--- config.mk ---
export PLATFORM = sky130hd
export DESIGN_NAME = evu_counter_bank
export DESIGN_NICKNAME = d
export VERILOG_FILES = /design/src/rtl/evu_pkg.sv /design/src/rtl/evu_event_decode.sv /design/src/rtl/evu_counter_bank.sv
export SDC_FILE = /design/constraint.sdc
export NUM_CORES = 1
export LEC_CHECK = 0
export CORE_UTILIZATION = 35
export CTS_CLUSTER_DIAMETER = 30
export DETAILED_ROUTE_END_ITERATION = 10
export HOLD_SLACK_MARGIN = 0.03
export PLACE_DENSITY_LB_ADDON = 0.25
export SETUP_SLACK_MARGIN = 0.05
export SLEW_MARGIN = 10
export SYNTH_ARGS = -nofsm -noshare
export SYNTH_HDL_FRONTEND = slang
export SYNTH_SLANG_ARGS = --single-unit
--- constraint.sdc ---
create_clock -name clk_i -period 5.86 [get_ports clk_i]
set_clock_uncertainty 0.15 [all_clocks]
set_input_delay 1.172 -clock clk_i [delete_from_list [all_inputs] [get_ports clk_i]]
set_output_delay 1.172 -clock clk_i [all_outputs]
set_load 0.05 [all_outputs]
--- src/rtl/evu_pkg.sv ---
// Shared types for the event unit: pipeline-facing structs, event codes,
// register field indices and bit positions of the counter bank.
package evu_pkg;

    localparam int NR_COMMIT_PORTS = 2;
    localparam int NUM_EVT         = 16;

    typedef enum logic [2:0] {
        FU_NONE,
        FU_LOAD,
        FU_STORE,
        FU_ALU,
        FU_CTRL_FLOW
    } fu_t;

    typedef enum logic [3:0] {
        JAL  = 4'd0,
        JALR = 4'd1,
        ADD  = 4'd2,
        SUB  = 4'd3
    } op_t;

    typedef struct packed {
        fu_t        fu;
        op_t        op;
        logic [4:0] rd;
    } scoreboard_entry_t;

    typedef struct packed {
        logic valid;
    } exception_t;

    typedef struct packed {
        logic valid;
        logic is_mispredict;
    } bp_resolve_t;

    typedef enum logic [3:0] {
        EVT_NONE        = 4'd0,
        EVT_CYCLES      = 4'd1,
        EVT_ICACHE_MISS = 4'd2,
        EVT_DCACHE_MISS = 4'd3,
        EVT_ITLB_MISS   = 4'd4,
        EVT_DTLB_MISS   = 4'd5,
        EVT_LOAD        = 4'd6,
        EVT_STORE       = 4'd7,
        EVT_EXCEPTION   = 4'd8,
        EVT_ERET        = 4'd9,
        EVT_BRANCH      = 4'd10,
        EVT_CALL        = 4'd11,
        EVT_RETURN      = 4'd12,
        EVT_MISPREDICT  = 4'd13,
        EVT_SB_FULL     = 4'd14,
        EVT_IF_EMPTY    = 4'd15
    } evu_event_e;

    localparam logic [1:0] FLD_CTRL   = 2'd0;
    localparam logic [1:0] FLD_COUNT  = 2'd1;
    localparam logic [1:0] FLD_THRESH = 2'd2;
    localparam logic [1:0] FLD_STATUS = 2'd3;

    localparam int CTRL_EN_BIT    = 4;
    localparam int STATUS_OVF_BIT = 0;
    localparam int STATUS_IRQ_BIT = 1;

endpackage

--- src/rtl/evu_event_decode.sv ---
// Decodes raw pipeline events once per cycle into a registered vector of
// per-code increments shared by every counter channel.
module evu_event_decode
    import evu_pkg::*;
#(
    parameter int INC_W = 2
) (
    input  logic                                   clk_i,
    input  logic                                   rst_i,
    input  scoreboard_entry_t [NR_COMMIT_PORTS-1:0] commit_instr_i,
    input  logic [NR_COMMIT_PORTS-1:0]             commit_ack_i,
    input  logic                                   l1_icache_miss_i,
    input  logic                                   l1_dcache_miss_i,
    input  logic                                   itlb_miss_i,
    input  logic                                   dtlb_miss_i,
    input  logic                                   sb_full_i,
    input  logic                                   if_empty_i,
    input  logic                                   eret_i,
    input  exception_t                             ex_i,
    input  bp_resolve_t                            resolved_branch_i,
    input  logic                                   debug_mode_i,
    output logic [NUM_EVT-1:0][INC_W-1:0]          inc_q
);

    logic [NUM_EVT-1:0][INC_W-1:0] inc_d;
    logic                          is_link;

    always_comb begin
        inc_d   = '0;
        is_link = 1'b0;
        if (!debug_mode_i) begin
            inc_d[EVT_CYCLES]      = INC_W'(1);
            inc_d[EVT_ICACHE_MISS] = INC_W'(l1_icache_miss_i);
            inc_d[EVT_DCACHE_MISS] = INC_W'(l1_dcache_miss_i);
            inc_d[EVT_ITLB_MISS]   = INC_W'(itlb_miss_i);
            inc_d[EVT_DTLB_MISS]   = INC_W'(dtlb_miss_i);
            inc_d[EVT_EXCEPTION]   = INC_W'(ex_i.valid);
            inc_d[EVT_ERET]        = INC_W'(eret_i);
            inc_d[EVT_MISPREDICT]  = INC_W'(resolved_branch_i.valid && resolved_branch_i.is_mispredict);
            inc_d[EVT_SB_FULL]     = INC_W'(sb_full_i);
            inc_d[EVT_IF_EMPTY]    = INC_W'(if_empty_i);
            // Commit-side codes count matching acked ports, so several can land per cycle.
            for (int p = 0; p < NR_COMMIT_PORTS; p++) begin
                if (commit_ack_i[p]) begin
                    is_link = (commit_instr_i[p].rd == 5'd1) || (commit_instr_i[p].rd == 5'd5);
                    if (commit_instr_i[p].fu == FU_LOAD)
                        inc_d[EVT_LOAD] = inc_d[EVT_LOAD] + INC_W'(1);
                    if (commit_instr_i[p].fu == FU_STORE)
                        inc_d[EVT_STORE] = inc_d[EVT_STORE] + INC_W'(1);
                    if (commit_instr_i[p].fu == FU_CTRL_FLOW)
                        inc_d[EVT_BRANCH] = inc_d[EVT_BRANCH] + INC_W'(1);
                    if ((commit_instr_i[p].fu == FU_CTRL_FLOW) && is_link &&
                        ((commit_instr_i[p].op == JAL) || (commit_instr_i[p].op == JALR)))
                        inc_d[EVT_CALL] = inc_d[EVT_CALL] + INC_W'(1);
                    if ((commit_instr_i[p].op == JALR) && (commit_instr_i[p].rd == 5'd0))
                        inc_d[EVT_RETURN] = inc_d[EVT_RETURN] + INC_W'(1);
                end
            end
        end
    end

    always_ff @(posedge clk_i) begin
        if (rst_i) inc_q <= '0;
        else       inc_q <= inc_d;
    end

endmodule

--- src/rtl/evu_counter_bank.sv ---
// Bank of NUM_CH programmable event counters with overflow and threshold
// interrupt, configured through a small address/data register port.
module evu_counter_bank
    import evu_pkg::*;
#(
    parameter int NUM_CH = 4,
    parameter int CNT_W  = 32
) (
    input  logic                                   clk_i,
    input  logic                                   rst_i,
    input  scoreboard_entry_t [NR_COMMIT_PORTS-1:0] commit_instr_i,
    input  logic [NR_COMMIT_PORTS-1:0]             commit_ack_i,
    input  logic                                   l1_icache_miss_i,
    input  logic                                   l1_dcache_miss_i,
    input  logic                                   itlb_miss_i,
    input  logic                                   dtlb_miss_i,
    input  logic                                   sb_full_i,
    input  logic                                   if_empty_i,
    input  logic                                   eret_i,
    input  exception_t                             ex_i,
    input  bp_resolve_t                            resolved_branch_i,
    input  logic                                   debug_mode_i,
    input  logic                                   cfg_we_i,
    input  logic [$clog2(NUM_CH)+1:0]              cfg_addr_i,
    input  logic [CNT_W-1:0]                       cfg_wdata_i,
    output logic [CNT_W-1:0]                       cfg_rdata_o,
    output logic [NUM_CH-1:0]                      evt_o,
    output logic [NUM_CH-1:0]                      irq_o
);

    localparam int INC_W = $clog2(NR_COMMIT_PORTS + 1);
    localparam int AW    = $clog2(NUM_CH) + 2;

    logic [NUM_EVT-1:0][INC_W-1:0] inc_q;
    logic [AW-1:0]                 addr_ch;
    logic [1:0]                    addr_fld;
    logic [CNT_W-1:0]              rd_ctrl   [NUM_CH];
    logic [CNT_W-1:0]              rd_count  [NUM_CH];
    logic [CNT_W-1:0]              rd_thresh [NUM_CH];
    logic [CNT_W-1:0]              rd_status [NUM_CH];

    assign addr_ch  = cfg_addr_i >> 2;
    assign addr_fld = cfg_addr_i[1:0];

    evu_event_decode #(.INC_W(INC_W)) u_decode (
        .clk_i             (clk_i),
        .rst_i             (rst_i),
        .commit_instr_i    (commit_instr_i),
        .commit_ack_i      (commit_ack_i),
        .l1_icache_miss_i  (l1_icache_miss_i),
        .l1_dcache_miss_i  (l1_dcache_miss_i),
        .itlb_miss_i       (itlb_miss_i),
        .dtlb_miss_i       (dtlb_miss_i),
        .sb_full_i         (sb_full_i),
        .if_empty_i        (if_empty_i),
        .eret_i            (eret_i),
        .ex_i              (ex_i),
        .resolved_branch_i (resolved_branch_i),
        .debug_mode_i      (debug_mode_i),
        .inc_q             (inc_q)
    );

    for (genvar ch = 0; ch < NUM_CH; ch++) begin : g_ch
        logic             en_q;
        logic [3:0]       sel_q;
        logic [CNT_W-1:0] count_q;
        logic [CNT_W-1:0] thresh_q;
        logic             ovf_q;
        logic             irq_q;
        logic             evt_q;
        logic [INC_W-1:0] inc;
        logic [CNT_W:0]   sum;
        logic             hit_ch;
        logic             wr_ctrl, wr_count, wr_thresh, wr_status;
        logic             applied;
        logic             carry;
        logic             irq_set;

        assign hit_ch    = cfg_we_i && (addr_ch == AW'(ch));
        assign wr_ctrl   = hit_ch && (addr_fld == FLD_CTRL);
        assign wr_count  = hit_ch && (addr_fld == FLD_COUNT);
        assign wr_thresh = hit_ch && (addr_fld == FLD_THRESH);
        assign wr_status = hit_ch && (addr_fld == FLD_STATUS);

        assign inc     = en_q ? inc_q[sel_q] : '0;
        assign sum     = {1'b0, count_q} + {{(CNT_W + 1 - INC_W){1'b0}}, inc};
        // A software COUNT write in the same cycle discards the increment entirely.
        assign applied = (inc != '0) && !wr_count;
        assign carry   = applied && sum[CNT_W];
        assign irq_set = applied && (sum[CNT_W-1:0] >= thresh_q) &&
                         ((count_q < thresh_q) || sum[CNT_W]);

        always_ff @(posedge clk_i) begin
            if (rst_i) begin
                en_q     <= 1'b0;
                sel_q    <= 4'd0;
                count_q  <= '0;
                thresh_q <= '1;
                ovf_q    <= 1'b0;
                irq_q    <= 1'b0;
                evt_q    <= 1'b0;
            end else begin
                if (wr_ctrl) begin
                    en_q  <= cfg_wdata_i[CTRL_EN_BIT];
                    sel_q <= cfg_wdata_i[3:0];
                end
                if (wr_count)     count_q <= cfg_wdata_i;
                else if (applied) count_q <= sum[CNT_W-1:0];
                if (wr_thresh) thresh_q <= cfg_wdata_i;
                ovf_q <= (ovf_q & ~(wr_status & cfg_wdata_i[STATUS_OVF_BIT])) | carry;
                irq_q <= (irq_q & ~(wr_status & cfg_wdata_i[STATUS_IRQ_BIT])) | irq_set;
                evt_q <= (inc != '0);
            end
        end

        assign rd_ctrl[ch]   = CNT_W'({en_q, sel_q});
        assign rd_count[ch]  = count_q;
        assign rd_thresh[ch] = thresh_q;
        assign rd_status[ch] = CNT_W'({irq_q, ovf_q});
        assign evt_o[ch]     = evt_q;
        assign irq_o[ch]     = irq_q;
    end

    always_comb begin
        cfg_rdata_o = '0;
        for (int c = 0; c < NUM_CH; c++) begin
            if (addr_ch == AW'(c)) begin
                case (addr_fld)
                    FLD_CTRL:   cfg_rdata_o = rd_ctrl[c];
                    FLD_COUNT:  cfg_rdata_o = rd_count[c];
                    FLD_THRESH: cfg_rdata_o = rd_thresh[c];
                    default:    cfg_rdata_o = rd_status[c];
                endcase
            end
        end
    end

endmodule
==> results.ini, run 1 <==
[run_status]
status=complete, no violations

[global_routing]
grt_max_degree=104
grt_use_met3=0.03567
overflow=0
grt_most_used_layer=met2
grt_pass1_vias=20780
grt_use_met1=0.2919
grt_usage=0.2258
antenna_found_initial=0
grt_use_met2=0.3784
grt_first_pass_wirelength_um=123700

[route]
vias_per_cell=5.534
dr.pass1.iters=5
vias=21780
wl_um=80130
drtIter0Drc=1628
post_drt_wl_per_cell_um=20.36
route.detailed.drc=0
postRouteAntennaNets=0

[final_layout]
n_fill_cell=6686
post-route-util=0.4302
multiInputGateArea_um2=16430
area_delta_synth_final_pct=20.70
drive_above_1_share=0.1113
final_cell_area_um2=29100
seqCellArea_um2=6167
final_nets=3337
insertedDiodeCount=0

[clock_tree]
clkLatencyLatePin_ns=0.62
clock_path_buffers=3
h-tree-depth=3
postCtsSetupBuffers=0
hold_buffers=0
path_clk_slew_ns=0.04
root_buffer=clkbuf_16
cts_tree=yes
numCtsBuffers=88
clock-sinks=308

[floorplan]
die_area_um2=69940
initial_core_util=0.3565
pin_count=116
num_rows=95
fp.dieW_um=264.5
die_height_um=264.5
core_um2=67630

[synth]
async_reset_ff_frac=0
synth_top_area_frac=0.2557
ys_ff_latch=308
seq_area_frac_synth=0.2557
yosys-top-cells-area=dfxtp_1 (26%), ha_1 (13%), xnor2_1 (4.7%), nand2_1 (4.7%), nor2_1 (4.5%)
yosysMostFrequentCell=dfxtp_1
ys_top_cells_by_count=dfxtp_1 (308), nand2_1 (301), nor2_1 (286)
syn_inst=2979
postSynthAreaPerCell_um2=8.093
yosys.cell_types.count=88
synth_top_area_cell=dfxtp_1
ys.warnings.count=0
syn_nets=3319
ys.flop_type=dfxtp_1
synth_edf_count=0
syn_area_um2=24110

[sta]
fin_crit_sh=0.9192
period_minus_slack_ns=5.387
hold_viol=0
finalMaxSlewViolations=0
fin_hold_ws_ns=0.3509
setup_tns_ns=0
setup_viol=0
relSlewSlack=0.2724
worst_pin_slew_ns=1.089
rsz0062_at_grt=false
max_freq_mhz=185.6

[place]
gp_congestion=0.9205
placed_area_um2=26060
hpwl_um=59060
io_buffers=115

[job]
maxCapViolCount=0

[pwr]
vdd_drop_max_uv=236.8
power.static_leakage_nw=13.03
p_per_area_nw_per_um2=269.3
p_total_w=0.007836

[worst_setup_path]
worstPathCellList=mux4_2 -> o21ai_1 -> o22ai_1 -> ha_1 -> fa_1 -> nand3_2 -> nor4_1 -> nand3_1 -> nor2_2 -> xor2_1 -> ha_1 -> nand2_1 -> nor2_1 -> a211oi_1 -> o21ai_0 -> nor4bb_1 -> o21ai_0 -> o311a_1
crit_start=g_ch[2].sel_q[0]
cp.arrival_ns=5.73
critPathCaptureType=register
worstSetupStartpointType=register
worstPathMaxFanout=10
crit_type=reg -> reg
r2r-start=g_ch[2].sel_q[0]
required_ns=6.21
slowest_stage=nor4_1
max_stage_delay_ns=0.75
r2r_slack_ns=0.47

[worst_hold_path]
hold_path.class=reg -> reg
worstHoldStart=g_ch[0].ovf_q

## area by class of cell
type	instances	area share
Multi-Input combinational cell	2295	0.5646
Sequential cell	308	0.2119
Clock buffer	110	0.08367
Timing Repair Buffer	160	0.06282
Tap cell	873	0.03754
Clock inverter	46	0.02072
Inverter	144	0.01866
## routing by layer
layer  vias to the layer above  wire [um]
li1                      10820          -
met4                         0       2535
met2                       609      37710
met3                       131       3943
met1                     10220      35950
met5                         -          0
## worst max-delay path: cells and delay by family (launching register included)
family | cells | cell delay [ns]
and+or+nand+nor | 7 | 2.16
adders and majority gates | 3 | 0.79
AOI/OAI and AO/OA | 6 | 1.10
muxes | 1 | 0.31
xor gates and xnor gates | 1 | 0.17
DFF | 1 | 0.59
## per-stage QoR
stage                     cells  setup slack (ns)
after floorplan            2979             1.390
after global placement     3780            0.4818
after detailed placement   3780            0.4319
after CTS                  3936            0.3778
after global routing       3936            0.1034
final                      3936            0.4734
## worst paths after layout
check,end,cells past startpoint
setup / recovery,g_ch[2].irq_q,18
hold / removal,g_ch[0].ovf_q,2
hold reg to reg,g_ch[0].ovf_q,2
setup reg to reg,g_ch[2].irq_q,18
## cells by family (layout without fill, tap and decap cells)
group,Yosys count,after routing,share of synthesized area
flip-flops,308,308,0.2557
XOR/XNOR,226,226,0.08210
AND/OR/NAND/NOR,955,955,0.1965
buffers and inverters,376,460,0.06575
multiplexers,84,84,0.04453
adder cells (fa/ha/maj),264,264,0.1383
AO/OA/AOI/OAI,766,766,0.2171
## timing repair
item	CTS	global route
endpoints found under the hold margin	0	0
endpoints found under the setup margin	0	1
gates resized for setup	0	2
## sequential cells by signal, indices dropped and copies added (netlist names)
| signal | flops |
|---|---|
| g_ch.count_q | 128 |
| g_ch.en_q | 4 |
| g_ch.evt_q | 4 |
| g_ch.irq_q | 4 |
| g_ch.ovf_q | 4 |
| g_ch.sel_q | 16 |
| g_ch.thresh_q | 128 |
| u_decode.inc_q | 20 |
## placed cells by master (no fill, tap or decap), types with 18 or more instances in the layout
| cell type | count |
|---|---|
| dfxtp_1 | 307 |
| nand2_1 | 301 |
| nor2_1 | 279 |
| ha_1 | 260 |
| a21oi_1 | 160 |
| inv_1 | 142 |
| xnor2_1 | 130 |
| o211ai_1 | 128 |
| a211oi_1 | 126 |
| xor2_1 | 96 |
| clkbuf_16 | 88 |
| o21ai_0 | 87 |
| clkdlybuf4s50_1 | 80 |
| a21o_1 | 67 |
| nand3_1 | 60 |
| mux2i_1 | 60 |
| o22ai_1 | 60 |
| nand4_1 | 58 |
| buf_4 | 44 |
| buf_12 | 34 |
| and3_1 | 32 |
| a22oi_1 | 31 |
| nor2b_1 | 30 |
| nor3_1 | 29 |
| or3_1 | 23 |
| nor3_2 | 21 |
| nand2b_1 | 21 |
| a311oi_1 | 21 |
| and2_1 | 18 |
| mux4_2 | 18 |
## where the power goes
part,switching [W],total (W),internal (W)
registers,0.0000649,0.00221,0.00215
clock network,0.00149,0.00490,0.00341
logic,0.000439,0.000720,0.000280
total,0.00200,0.00784,0.00584
No activity file was read; power rests on OpenSTA's default activity.
==> run 2, diff against run 1 <==
CORE_MARGIN = 8   (was not set)
CTS_BUF_LIST = sky130_fd_sc_hd__clkbuf_2   (was not set)
==> results.ini, run 2 (same netlist as run 1, synthesis figures left out) <==
[sta]
setup_tns_ns=0  ; unchanged
setup_viol=0  ; unchanged
rsz0062_at_grt=false  ; unchanged
period_minus_slack_ns=5.352  ; was 5.387 ns
fin_crit_sh=0.9132  ; was 0.9192
hold_viol=0  ; unchanged
worst_pin_slew_ns=0.9021  ; was 1.089 ns
max_freq_mhz=186.9  ; was 185.6 MHz
finalMaxSlewViolations=0  ; unchanged
relSlewSlack=0.3968  ; was 0.2724

[pwr]
power.share.clock=0.364  ; was 0.626
p_per_area_nw_per_um2=171.0  ; was 269.3 nW/um^2
power.static_leakage_nw=12.15  ; was 13.03 nW
switching_share=0.3358  ; was 0.2547
vdd_drop_max_uv=102.9  ; was 236.8 uV
power_frac_seq=0.479  ; was 0.282
pwr-share-comb=0.157  ; was 0.092
switchingPower_w=0.001542  ; was 0.001996 W
p_int_w=0.003051  ; was 0.005840 W

[run_status]
status=complete, no violations  ; unchanged

[clock_tree]
path_clk_slew_ns=0.10  ; was 0.04 ns
postCtsSetupBuffers=0  ; unchanged
numCtsBuffers=94  ; was 88
clock-sinks=308  ; unchanged
clkLatencyLatePin_ns=1.10  ; was 0.62 ns
cts_tree=yes  ; unchanged
clock_path_buffers=3  ; unchanged
root_buffer=clkbuf_2  ; was clkbuf_16
h-tree-depth=3  ; unchanged

[route]
wl_um=80560  ; was 80130 um
postRouteAntennaNets=0  ; unchanged
route.detailed.drc=0  ; unchanged
vias_per_cell=5.516  ; was 5.534
dr.pass1.iters=6  ; was 5
post_drt_wl_per_cell_um=20.37  ; was 20.36 um
drtIter0Drc=1459  ; was 1628
vias=21820  ; was 21780

[worst_setup_path]
r2r_slack_ns=0.51  ; was 0.47 ns
critPathCaptureType=register  ; unchanged
cpLargestDelayFamily=simple AND/OR/NAND/NOR gates  ; unchanged
worstPathCellList=mux2_1 -> a221oi_1 -> nor4b_2 -> or2_2 -> ha_1 -> fa_1 -> nand3_1 -> nor2_1 -> and3_1 -> nand2_1 -> nor2_1 -> nand3_1 -> xnor2_1 -> ha_1 -> nand2_1 -> o21ai_0 -> a2111oi_0 -> nand2_1 -> o21ai_0 -> o31a_1 -> nor3_1  ; was mux4_2 -> o21ai_1 -> o22ai_1 -> ha_1 -> fa_1 -> nand3_2 -> nor4_1 -> nand3_1 -> nor2_2 -> xor2_1 -> ha_1 -> nand2_1 -> nor2_1 -> a211oi_1 -> o21ai_0 -> nor4bb_1 -> o21ai_0 -> o311a_1
slowest_stage=a2111oi_0  ; was nor4_1
required_ns=6.69  ; was 6.21 ns
r2r_end=g_ch[1].irq_q  ; was g_ch[2].irq_q
worstPathMaxFanout=8  ; was 10
path_buf_inv=0  ; unchanged
max_stage_delay_ns=0.56  ; was 0.75 ns
r2r-start=g_ch[1].sel_q[1]  ; was g_ch[2].sel_q[0]
cp.arrival_ns=6.18  ; was 5.73 ns
r2r_cells=21  ; was 18
crit_type=reg -> reg  ; unchanged
worstSetupStartpointType=register  ; unchanged
crit_path_frequent_cell=nand2_1

[job]
maxCapViolCount=0  ; unchanged

[final_layout]
top_regs=g_ch.count_q (128), g_ch.thresh_q (128), u_decode.inc_q (20)  ; unchanged
final_cell_mix=dfxtp_1 (307), nand2_1 (301), nor2_1 (280), ha_1 (260), a21oi_1 (160)  ; was dfxtp_1 (307), nand2_1 (301), nor2_1 (279), ha_1 (260), a21oi_1 (160)
layout_commonest_cell=dfxtp_1  ; unchanged
final_nets=3341  ; was 3337
drive_above_1_share=0.1079  ; was 0.1113
n_fill_cell=7072  ; was 6686
final_cell_area_um2=26870  ; was 29100 um^2
area_delta_synth_final_pct=11.44  ; was 20.70%

[floorplan]
die_area_um2=77540  ; was 69940 um^2
initial_core_util=0.3528  ; was 0.3565
fp.dieW_um=278.5  ; was 264.5 um
die_height_um=278.5  ; was 264.5 um
num_rows=96  ; was 95
pin_count=116  ; unchanged
core_um2=68350  ; was 67630 um^2

[worst_hold_path]
hold_path_depth=2  ; unchanged
worst_hold_path.endpoint=g_ch[1].count_q[4]  ; was g_ch[0].ovf_q
worstHoldStart=rst_i  ; was g_ch[0].ovf_q
hold_path.class=in -> reg  ; was reg -> reg

[global_routing]
antenna_found_initial=4  ; was 0
overflow=0  ; unchanged
grt_usage=0.2015  ; was 0.2258
grt_first_pass_wirelength_um=124100  ; was 123700 um
grt_pass1_vias=20770  ; was 20780
grt_max_degree=131  ; was 104

[place]
gp_congestion=0.9117  ; was 0.9205
io_buffers=115  ; unchanged
placed_area_um2=26040  ; was 26060 um^2
hpwl_um=60100  ; was 59060 um

run 2: changes by cell type in the layout (fill, tap and decap cells not counted), sizes merged:
cell,delta
bufinv,-10
diode,+6
clkbuf,+17
buf,-2
clkinv,+16
clkinvlp,-4
inv,-13
run 2: worst max-delay path by stage:
| stage | to | slack (ns) | from | cells past startpoint |
|---|---|---|---|---|
| 6_report | g_ch[1].irq_q | 0.51 | g_ch[1].sel_q[1] | 21 |
| 5_1_grt | g_ch[1].irq_q | 0.09 | g_ch[1].sel_q[0] | 21 |
| 3_5_place_dp | g_ch[1].irq_q | 0.37 | g_ch[1].sel_q[0] | 21 |
| 4_1_cts | g_ch[1].irq_q | 0.38 | g_ch[1].sel_q[0] | 21 |
| 2_1_floorplan | cfg_rdata_o[14] | 1.39 | cfg_addr_i[3] | 8 |
| 3_3_place_gp | g_ch[1].irq_q | 0.57 | g_ch[1].sel_q[0] | 21 |
run 2: stage by stage:
step,setup slack (ns),power [W],hold WS (ns),util,cells
floorplan,1.390,0.002647,0.2964,-,2979
global placement,0.5667,0.002966,0.3263,0.3810,3787
detailed placement,0.3711,0.002967,0.3338,0.3810,3787
CTS,0.3775,0.004661,0.1762,0.3929,3949
global route,0.08653,0.004832,0.1666,0.3931,3954
finish,0.5084,0.004593,0.2984,0.3931,3955
run 2: power groups by stage:
stage | combinational, W | sequential, W | clock [W]
finish | 0.000720 | 0.00220 | 0.00167
detailed placement | 0.000719 | 0.00225 | 0
CTS | 0.000724 | 0.00220 | 0.00174
global route | 0.000774 | 0.00221 | 0.00185
floorplan | 0.000431 | 0.00222 | 0
global placement | 0.000718 | 0.00225 | 0
run 2: final cells by class:
type / instances / area, um^2 / share of cell area
clock buffer: 127 / 635.6 / 0.02366
multi-input combinational: 2295 / 16430 / 0.6114
antenna: 6 / 15.01 / 0.0005588
clock inverter: 35 / 175.2 / 0.006520
timing repair buffer: 158 / 1800 / 0.06701
inverter: 144 / 543.0 / 0.02021
sequential: 308 / 6167 / 0.2295
tap: 882 / 1104 / 0.04107
run 2: timing repair:
item,in CTS,in global routing
hold buffers,0,0
endpoints found under the setup margin,0,1
gates resized for setup,0,1
run 2: routing by layer:
layer  track usage  share of wire
met1        0.2629           0.45
met2        0.3316           0.46
met3       0.03501          0.053
met4       0.07326          0.035
met5             0        0.00016
run 2: worst register-to-register path: stages (launching register included):
cell       delay (ns)
dfxtp_1          0.47
mux2_1           0.35
a221oi_1         0.35
nor4b_2          0.12
or2_2            0.31
ha_1             0.22
fa_1             0.43
nand3_1          0.17
nor2_1           0.12
and3_1           0.24
nand2_1          0.27
nor2_1           0.12
nand3_1          0.11
xnor2_1          0.12
ha_1             0.24
nand2_1          0.08
o21ai_0          0.17
a2111oi_0        0.56
nand2_1          0.10
o21ai_0          0.35
o31a_1           0.18
nor3_1           0.05
